**src/rtl/clarvi_pio_irq.sv**
```systemverilog
// clarvi_pio_irq: Avalon-MM GPIO slave with set/clear output access,
// synchronised + debounced inputs, edge capture and a maskable level irq.
//
// Bus handshake: there is no waitrequest, so every avs_read/avs_write strobe
// is accepted in the cycle it is presented. A read returns its data on
// avs_readdata together with a one-cycle avs_readdatavalid pulse exactly one
// cycle later. A simultaneous read and write both take effect, and the read
// returns the register contents from before the write.
module clarvi_pio_irq #(
  parameter int               OUT_W           = 8,
  parameter int               IN_W            = 1,
  parameter logic [OUT_W-1:0] OUT_RESET       = '0,
  parameter int               DEBOUNCE_CYCLES = 50000
) (
  input  logic              clk_clk,
  input  logic              reset_reset_n,
  input  logic [2:0]        avs_address,
  input  logic              avs_read,
  input  logic              avs_write,
  input  logic [31:0]       avs_writedata,
  output logic [31:0]       avs_readdata,
  output logic              avs_readdatavalid,
  input  logic [IN_W-1:0]   pio_in,
  output logic [OUT_W-1:0]  pio_out,
  output logic              irq
);

  // Word addresses of the register map.
  localparam logic [2:0] ADDR_DATA_OUT = 3'd0;
  localparam logic [2:0] ADDR_OUT_SET  = 3'd1;
  localparam logic [2:0] ADDR_OUT_CLR  = 3'd2;
  localparam logic [2:0] ADDR_DATA_IN  = 3'd3;
  localparam logic [2:0] ADDR_EDGE_CAP = 3'd4;
  localparam logic [2:0] ADDR_IRQ_MASK = 3'd5;
  localparam logic [2:0] ADDR_RISE_EN  = 3'd6;
  localparam logic [2:0] ADDR_FALL_EN  = 3'd7;

  // A counter of at least one bit keeps DEBOUNCE_CYCLES == 1 legal; its
  // terminal value is then 0, so a differing sample is accepted at once.
  localparam int               CNT_W   = (DEBOUNCE_CYCLES > 1) ? $clog2(DEBOUNCE_CYCLES) : 1;
  localparam logic [CNT_W-1:0] CNT_MAX = CNT_W'(DEBOUNCE_CYCLES - 1);

  logic [IN_W-1:0]  sync_meta;
  logic [IN_W-1:0]  sync_s;
  logic [IN_W-1:0]  stable;
  logic [CNT_W-1:0] cnt [IN_W];
  logic [IN_W-1:0]  accept;
  logic [IN_W-1:0]  cap_set;
  logic [IN_W-1:0]  cap_clr;
  logic [IN_W-1:0]  edge_cap;
  logic [IN_W-1:0]  irq_mask;
  logic [IN_W-1:0]  rise_en;
  logic [IN_W-1:0]  fall_en;
  logic [31:0]      rd_mux;
  logic             wr_edge_cap;

  // Write data bits above the port widths are intentionally ignored.
  logic unused_wdata;
  assign unused_wdata = ^avs_writedata;

  // Two-flop synchroniser for the asynchronous inputs.
  always_ff @(posedge clk_clk or negedge reset_reset_n) begin
    if (!reset_reset_n) begin
      sync_meta <= '0;
      sync_s    <= '0;
    end else begin
      sync_meta <= pio_in;
      sync_s    <= sync_meta;
    end
  end

  // A bit is accepted when it has differed from the stable value for the full window.
  always_comb begin
    accept = '0;
    for (int i = 0; i < IN_W; i++) begin
      accept[i] = (sync_s[i] != stable[i]) && (cnt[i] == CNT_MAX);
    end
  end

  // Per-bit debounce: any sample equal to stable restarts the count.
  always_ff @(posedge clk_clk or negedge reset_reset_n) begin
    if (!reset_reset_n) begin
      stable <= '0;
      for (int i = 0; i < IN_W; i++) begin
        cnt[i] <= '0;
      end
    end else begin
      for (int i = 0; i < IN_W; i++) begin
        if (sync_s[i] == stable[i]) begin
          cnt[i] <= '0;
        end else if (accept[i]) begin
          stable[i] <= sync_s[i];
          cnt[i]    <= '0;
        end else begin
          cnt[i] <= cnt[i] + 1'b1;
        end
      end
    end
  end

  // Edge detection on accepted transitions and write-one-to-clear mask.
  assign cap_set     = accept & ((sync_s & rise_en) | (~sync_s & fall_en));
  assign wr_edge_cap = avs_write && (avs_address == ADDR_EDGE_CAP);
  assign cap_clr     = wr_edge_cap ? avs_writedata[IN_W-1:0] : '0;

  // Sticky capture; a new edge on the same bit beats a coincident clear.
  always_ff @(posedge clk_clk or negedge reset_reset_n) begin
    if (!reset_reset_n) begin
      edge_cap <= '0;
    end else begin
      edge_cap <= (edge_cap & ~cap_clr) | cap_set;
    end
  end

  // Output data and control register writes, including atomic set/clear.
  always_ff @(posedge clk_clk or negedge reset_reset_n) begin
    if (!reset_reset_n) begin
      pio_out  <= OUT_RESET;
      irq_mask <= '0;
      rise_en  <= '0;
      fall_en  <= '0;
    end else if (avs_write) begin
      case (avs_address)
        ADDR_DATA_OUT: pio_out  <= avs_writedata[OUT_W-1:0];
        ADDR_OUT_SET:  pio_out  <= pio_out | avs_writedata[OUT_W-1:0];
        ADDR_OUT_CLR:  pio_out  <= pio_out & ~avs_writedata[OUT_W-1:0];
        ADDR_IRQ_MASK: irq_mask <= avs_writedata[IN_W-1:0];
        ADDR_RISE_EN:  rise_en  <= avs_writedata[IN_W-1:0];
        ADDR_FALL_EN:  fall_en  <= avs_writedata[IN_W-1:0];
        default: ;
      endcase
    end
  end

  // Read mux over pre-write register values; unused upper bits read as zero.
  always_comb begin
    rd_mux = '0;
    case (avs_address)
      ADDR_DATA_OUT: rd_mux = 32'(pio_out);
      ADDR_DATA_IN:  rd_mux = 32'(stable);
      ADDR_EDGE_CAP: rd_mux = 32'(edge_cap);
      ADDR_IRQ_MASK: rd_mux = 32'(irq_mask);
      ADDR_RISE_EN:  rd_mux = 32'(rise_en);
      ADDR_FALL_EN:  rd_mux = 32'(fall_en);
      default:       rd_mux = '0;
    endcase
  end

  // Fixed one-cycle read latency.
  always_ff @(posedge clk_clk or negedge reset_reset_n) begin
    if (!reset_reset_n) begin
      avs_readdata      <= '0;
      avs_readdatavalid <= 1'b0;
    end else begin
      avs_readdatavalid <= avs_read;
      if (avs_read) begin
        avs_readdata <= rd_mux;
      end
    end
  end

  assign irq = |(edge_cap & irq_mask);

endmodule
```
**config.mk**
```make
export PLATFORM = sky130hd
export DESIGN_NAME = clarvi_pio_irq
export DESIGN_NICKNAME = d
export VERILOG_FILES = /design/src/rtl/clarvi_pio_irq.sv
export SDC_FILE = /design/constraint.sdc
export NUM_CORES = 1
export LEC_CHECK = 0
export ABC_AREA = 0
export CAP_MARGIN = 5
export CORE_MARGIN = 4
export CORE_UTILIZATION = 25
export CTS_BUF_LIST = sky130_fd_sc_hd__clkbuf_2
export DETAILED_ROUTE_END_ITERATION = 8
export GPL_TIMING_DRIVEN = 0
export PLACE_DENSITY_LB_ADDON = 0.2
export RECOVER_POWER = 25
export SYNTH_ARGS = -nofsm -noshare
export SYNTH_HDL_FRONTEND = slang
export SYNTH_SLANG_ARGS = --single-unit
```
**constraint.sdc**
```tcl
create_clock -name clk_clk -period 2.1 [get_ports clk_clk]
set_input_delay 0.315 -clock clk_clk [delete_from_list [all_inputs] [get_ports clk_clk]]
set_output_delay 0.315 -clock clk_clk [all_outputs]
set_load 0.01 [all_outputs]
```
* Word-level counts from Yosys, hierarchy flattened
Cells that the tools add are included.
Word-level totals: logic and storage cells 49, output and inout port bits 42, bits of input ports 40, register bits after elaboration 64
Operators by class: add/subtract/negate cells 1, bitwise logic cells 13, muxes and demuxes 5, reductions and logical operators 9, equal/unequal tests 10
Operators by type and width (count):
- one-hot mux 8 bit (6 select lines) | 1
- 2-to-1 mux 16 bit | 2
- one-hot mux 8 bit (3 select lines) | 1
- adder 16 x 1 -> 16 bit, second input constant | 1
- == test 16 bit, second input constant | 1
- == test 3 bit, second input constant | 4
- AND reduction 2 bit | 5
- bitwise AND 8 bit | 1
- inverter 8 bit | 1
- bitwise OR 8 bit | 1
- == test 3 x 2 -> 1 bit, second input constant | 2
- bitwise AND 1 bit | 5
- == test 3 x 1 -> 1 bit, second input constant | 1
- logical NOT 3 bit | 1
- inverter 1 bit | 3
- nonzero test 3 bit | 1
- logical AND 1 bit | 2
- bitwise OR 1 bit | 2
- == test 1 bit | 1
- 2-to-1 mux 1 bit | 1
- inequality test 1 bit | 1

* Longest topological paths before layout
depth after elaboration 6, gate-level depth with buffers 6, gate-level depth less buffers 5

* Worst setup path before layout
OpenSTA, ideal clock, no wires.
kind flip-flop to flip-flop, from register cnt[5] in the netlist's numbering, to register cnt[15] in the netlist's numbering, setup time 78 ps, setup slack 462 ps, period minus slack after synthesis 1638 ps, path buffers 0, cell stages (with the launch flop) 5, data required time 2022 ps, data arrival time 1560 ps, cell sequence dfrtp_1 > nand3_2 > or4_4 > or3_1 > a21oi_1
Between the ends: word-level cells in the longest chain between the ends 4, elaborated cells on any way between the ends 5, classes of those cells add/sub: 1; eq/ne: 1; mux: 2; reduce/logical: 1
RTL lines:
- start: declaration | line 46 | logic [CNT_W-1:0] cnt [IN_W];
- start signal: indexed assignment | line 95 | cnt[i] <= cnt[i] + 1'b1;
- branches (longest 2 deep; another with adder 16 x 1 -> 16 bit)
- 2-to-1 mux 16 bit * | line 91 | end else if (accept[i]) begin
- 2-to-1 mux 16 bit * | line 89 | if (sync_s[i] == stable[i]) begin
Every way passes the cells marked *. A chain may end at the register's enable or synchronous reset.

* Final worst setup path
from register cnt[8] in the netlist's numbering, to register cnt[7] in the netlist's numbering
Between the ends: word-level cells in the longest chain between the ends 4
RTL lines:
- == test 16 bit | line 76 | accept[i] = (sync_s[i] != stable[i]) && (cnt[i] == CNT_MAX);
- logical AND 1 bit | line 76
- 2-to-1 mux 16 bit | line 91
- 2-to-1 mux 16 bit | line 89
No other way between the ends.

==> impl_metrics.yaml <==
clock_network:
  clock_transition_at_the_registers_of_the_reported_paths_ps: 230
  tritoncts: "built"
  cts.sink_count: 40
  cts-root-to-sink-buffers: 2
  clock_h_tree_levels: 2
  post-cts-setup-buffer-count: 0
  clockRootBuffer: "sky130_fd_sc_hd__clkbuf_2"
  clkLatencyLatePin_ps: 390
  cts-buffers-inserted: 5
synthesis:
  syn_area_sq_mm: 0.00201
  synth_async_sr_flop_share_pct: 100
  synth-edff-count: 0
  syn-instance-count: 204
  synth_largest_type_area_fraction_pct: 49.8
  yosysMostFrequentCell: "sky130_fd_sc_hd__dfrtp_1"
  synth.avg_cell_area_sq_um: 9.86
  sequential_to_total_area_share_from_yosys_stat_pct: 49.8
  synth_area_leaders: "sky130_fd_sc_hd__dfrtp_1, sky130_fd_sc_hd__buf_4, sky130_fd_sc_hd__o21ai_0, sky130_fd_sc_hd__xnor2_1, sky130_fd_sc_hd__nor2_1"
  yosys-top-cells-count: "sky130_fd_sc_hd__dfrtp_1, sky130_fd_sc_hd__buf_4, sky130_fd_sc_hd__nor2_1"
  dominantRegCellSynth: "sky130_fd_sc_hd__dfrtp_1"
  synthesis.yosys.warnings: 0
  synth.largest_area_cell: "sky130_fd_sc_hd__dfrtp_1"
  netlist-cell-type-count: 37
  ys_ff_latch: 40
floorplanning:
  floorplan.die_area_sq_mm: 0.00955
  placement_rows: 32
  die_height_microns: 97.7
  start_util_pct: 25.9
  die_width_microns: 97.7
  io_pins: 82
  fp.coreArea_sq_mm: 0.00777
placed_design:
  post-place-ws_ps: -53.5
  placed_area_sq_mm: 0.00256
  number_of_buffers_inserted_by_port_buffering: 32
  routabilityCongestion: 0.795
  detailed_place_hpwl_microns: 3050
  numPlacedInstances: 362
critical_path:
  timing.critical_path.from: "cnt[8]$_DFF_PN0_"
  worst_reg_to_reg_path_cell_count: 5
  reg2reg_to: "cnt[7]$_DFF_PN0_"
  critical_path_arrival_ps: 2110
  required_ps: 2400
  crit-reg2reg-launch: "cnt[8]$_DFF_PN0_"
  cp_max_fo: 10
  nature_of_the_critical_path_endpoint: "register"
  criticalPathCategory: "register to register"
  critical_path.startpoint_type: "register"
  reg2reg_setup_slack_ps: 280
power:
  pwr_density_cell_mw_per_mm2: 632
  static-leakage-power_nw: 1.13
  ir_drop_mv: 0.312
final_layout:
  final.fill_count: 818
  antenna_cells: 0
  layout-drive-gt1-share_pct: 16.0
  final_nets: 309
  final_cell_area_sq_mm: 0.00263
  instances_no_fill: 371
  syn2layout_area_growth_pct: 30.5
route:
  drc: 0
  drt_antenna_net_count: 0
  post_drt_via_cell_ratio: 4.11
  first_iter_violations: 59
  dr_total_vias: 1526
  detail_route.wl_per_cell_microns: 11.5
  postRouteWirelength_microns: 4250
  drt-pass1-iter-count: 4
timing:
  finalCritPeriodShare_pct: 86.4
  max_slew.worst_pin.slew_ps: 965
  timing.slew.headroom_pct: 35.7
  hold_viol: 0
  grt_setup_unrepaired: "no"
  final-setup-viol-count: 0
  timing.final.crit_period_ps: 1820
  final_critical_path_setup_slack_ps: 285
  fmax_ghz: 0.551
  fin_setup_tns_ps: 0
  timing.final.max_slew_violations: 0
  final.setup_skew_ps: 22.0
global_routing:
  groute.usage.overall_pct: 9.43
  gr-total-overflow: 0
  grt_pass1_wl_microns: 7490
  number_of_antenna_violations_at_the_first_check_in_global_routing: 0
  first_global_vias: 1501
  grt_start_max_net_pins: 39
run:
  max-cap-violations: 0
run_status:
  outcome: "finished, final reports clean"
min_path:
  hold_class: "input pin to asynchronous set/reset pin"
logic make-up after synthesis:
family                     count (synthesis)  synth area share (%)
other                                      1                 0.186
muxes                                      4                  2.18
xor gates and xnor gates                  14                  6.09
adders and majority gates                  1                 0.622
buffers and inverters                     42                  12.3
AOI/OAI and AO/OA                         35                  10.6
DFF                                       40                  49.8
and+or+nand+nor                           67                  18.2
where the power goes:
part	leakage [nW]	internal [mW]	switching (mW)
Combinational	0.566	0.174	0.137
Sequential	0.526	0.832	0.0494
Clock	0.0390	0.199	0.269
Total	1.13	1.20	0.455
worst max-delay path by stage:
stage                                       end  slack, ps  depth (start not counted)
finish                         cnt[7]$_DFF_PN0_        280                          5
global route                   cnt[7]$_DFF_PN0_         60                          5
CTS                            cnt[7]$_DFF_PN0_         50                          5
detailed placement  avs_readdata[1]$_DFFE_PN0P_        -50                          5
global placement         pio_out[4]$_DFFE_PN0P_       -410                          1
floorplan                     cnt[15]$_DFF_PN0_        460                          4
what timing repair did:
action | 4_1_cts | 5_1_grt
gates resized for setup | 0 | 3
endpoints found under the hold margin | 40 | 0
setup endpoints to repair | 0 | 10
hold buffers | 1 | 0
layout make-up:
cell class                 instances  area (sq um)  area share (%)
multi-input combinational        145           852            32.4
clock inverter                     3          42.5            1.62
sequential                        40          1000            38.1
timing repair buffer              34           329            12.5
inverter                          13          48.8            1.86
clock buffer                       5          25.0           0.953
tap                              102           128            4.86
buffer                            29           200            7.62
cells in the final DEF, fill, tap and decap left out, types with 4 or more instances in the layout:
| cell | synthesis | layout |
|---|---|---|
| sky130_fd_sc_hd__dfrtp_1 | 40 | 40 |
| sky130_fd_sc_hd__clkdlybuf4s50_1 | 0 | 29 |
| sky130_fd_sc_hd__buf_4 | 24 | 24 |
| sky130_fd_sc_hd__conb_1 | 1 | 24 |
| sky130_fd_sc_hd__nor2_1 | 21 | 21 |
| sky130_fd_sc_hd__o21ai_0 | 20 | 20 |
| sky130_fd_sc_hd__nand2_1 | 15 | 14 |
| sky130_fd_sc_hd__inv_1 | 13 | 13 |
| sky130_fd_sc_hd__xnor2_1 | 11 | 11 |
| sky130_fd_sc_hd__a22o_1 | 8 | 8 |
| sky130_fd_sc_hd__clkbuf_2 | 0 | 7 |
| sky130_fd_sc_hd__nand3_1 | 6 | 6 |
| sky130_fd_sc_hd__clkbuf_1 | 5 | 5 |
| sky130_fd_sc_hd__nand4_1 | 4 | 4 |
| sky130_fd_sc_hd__nor4_1 | 4 | 4 |
registers in the layout, summed over array words and instances, names as in the netlist:
register / flops
pio_out: 8
rise_en: 1
fall_en: 1
stable: 1
sync_s: 1
avs_readdata: 8
irq_mask: 1
cnt: 16
avs_readdatavalid: 1
sync_meta: 1
edge_cap: 1
critical path, cell delays in order, from the launching register on:
cell and delay [ps]:
sky130_fd_sc_hd__dfrtp_1 520, sky130_fd_sc_hd__nor4bb_1 390, sky130_fd_sc_hd__nand4b_1 280, sky130_fd_sc_hd__nand2_2 210
sky130_fd_sc_hd__clkbuf_2 250, sky130_fd_sc_hd__nor2_1 80
metal layers:
layer  vias up  share of wire (%)  GRT usage [%]  wire length, microns
li1        773                  -              -                     -
met1       712                 50           13.5                  2110
met2        38                 45           14.2                  1920
met3         3                5.1           2.58                   215
met4         0               0.21           2.13                     9
met5         -                  0              0                     0
through the flow:
stage               util, %  hold slack, ps  power, mW
detailed placement     33.0             130       1.21
global route           33.8             187       1.77
floorplan                 -            19.4       1.05
finish                 33.8             233       1.66
CTS                    34.0             209       1.69
global placement       32.8             335       1.21
No activity file was read; power rests on OpenSTA's default activity.
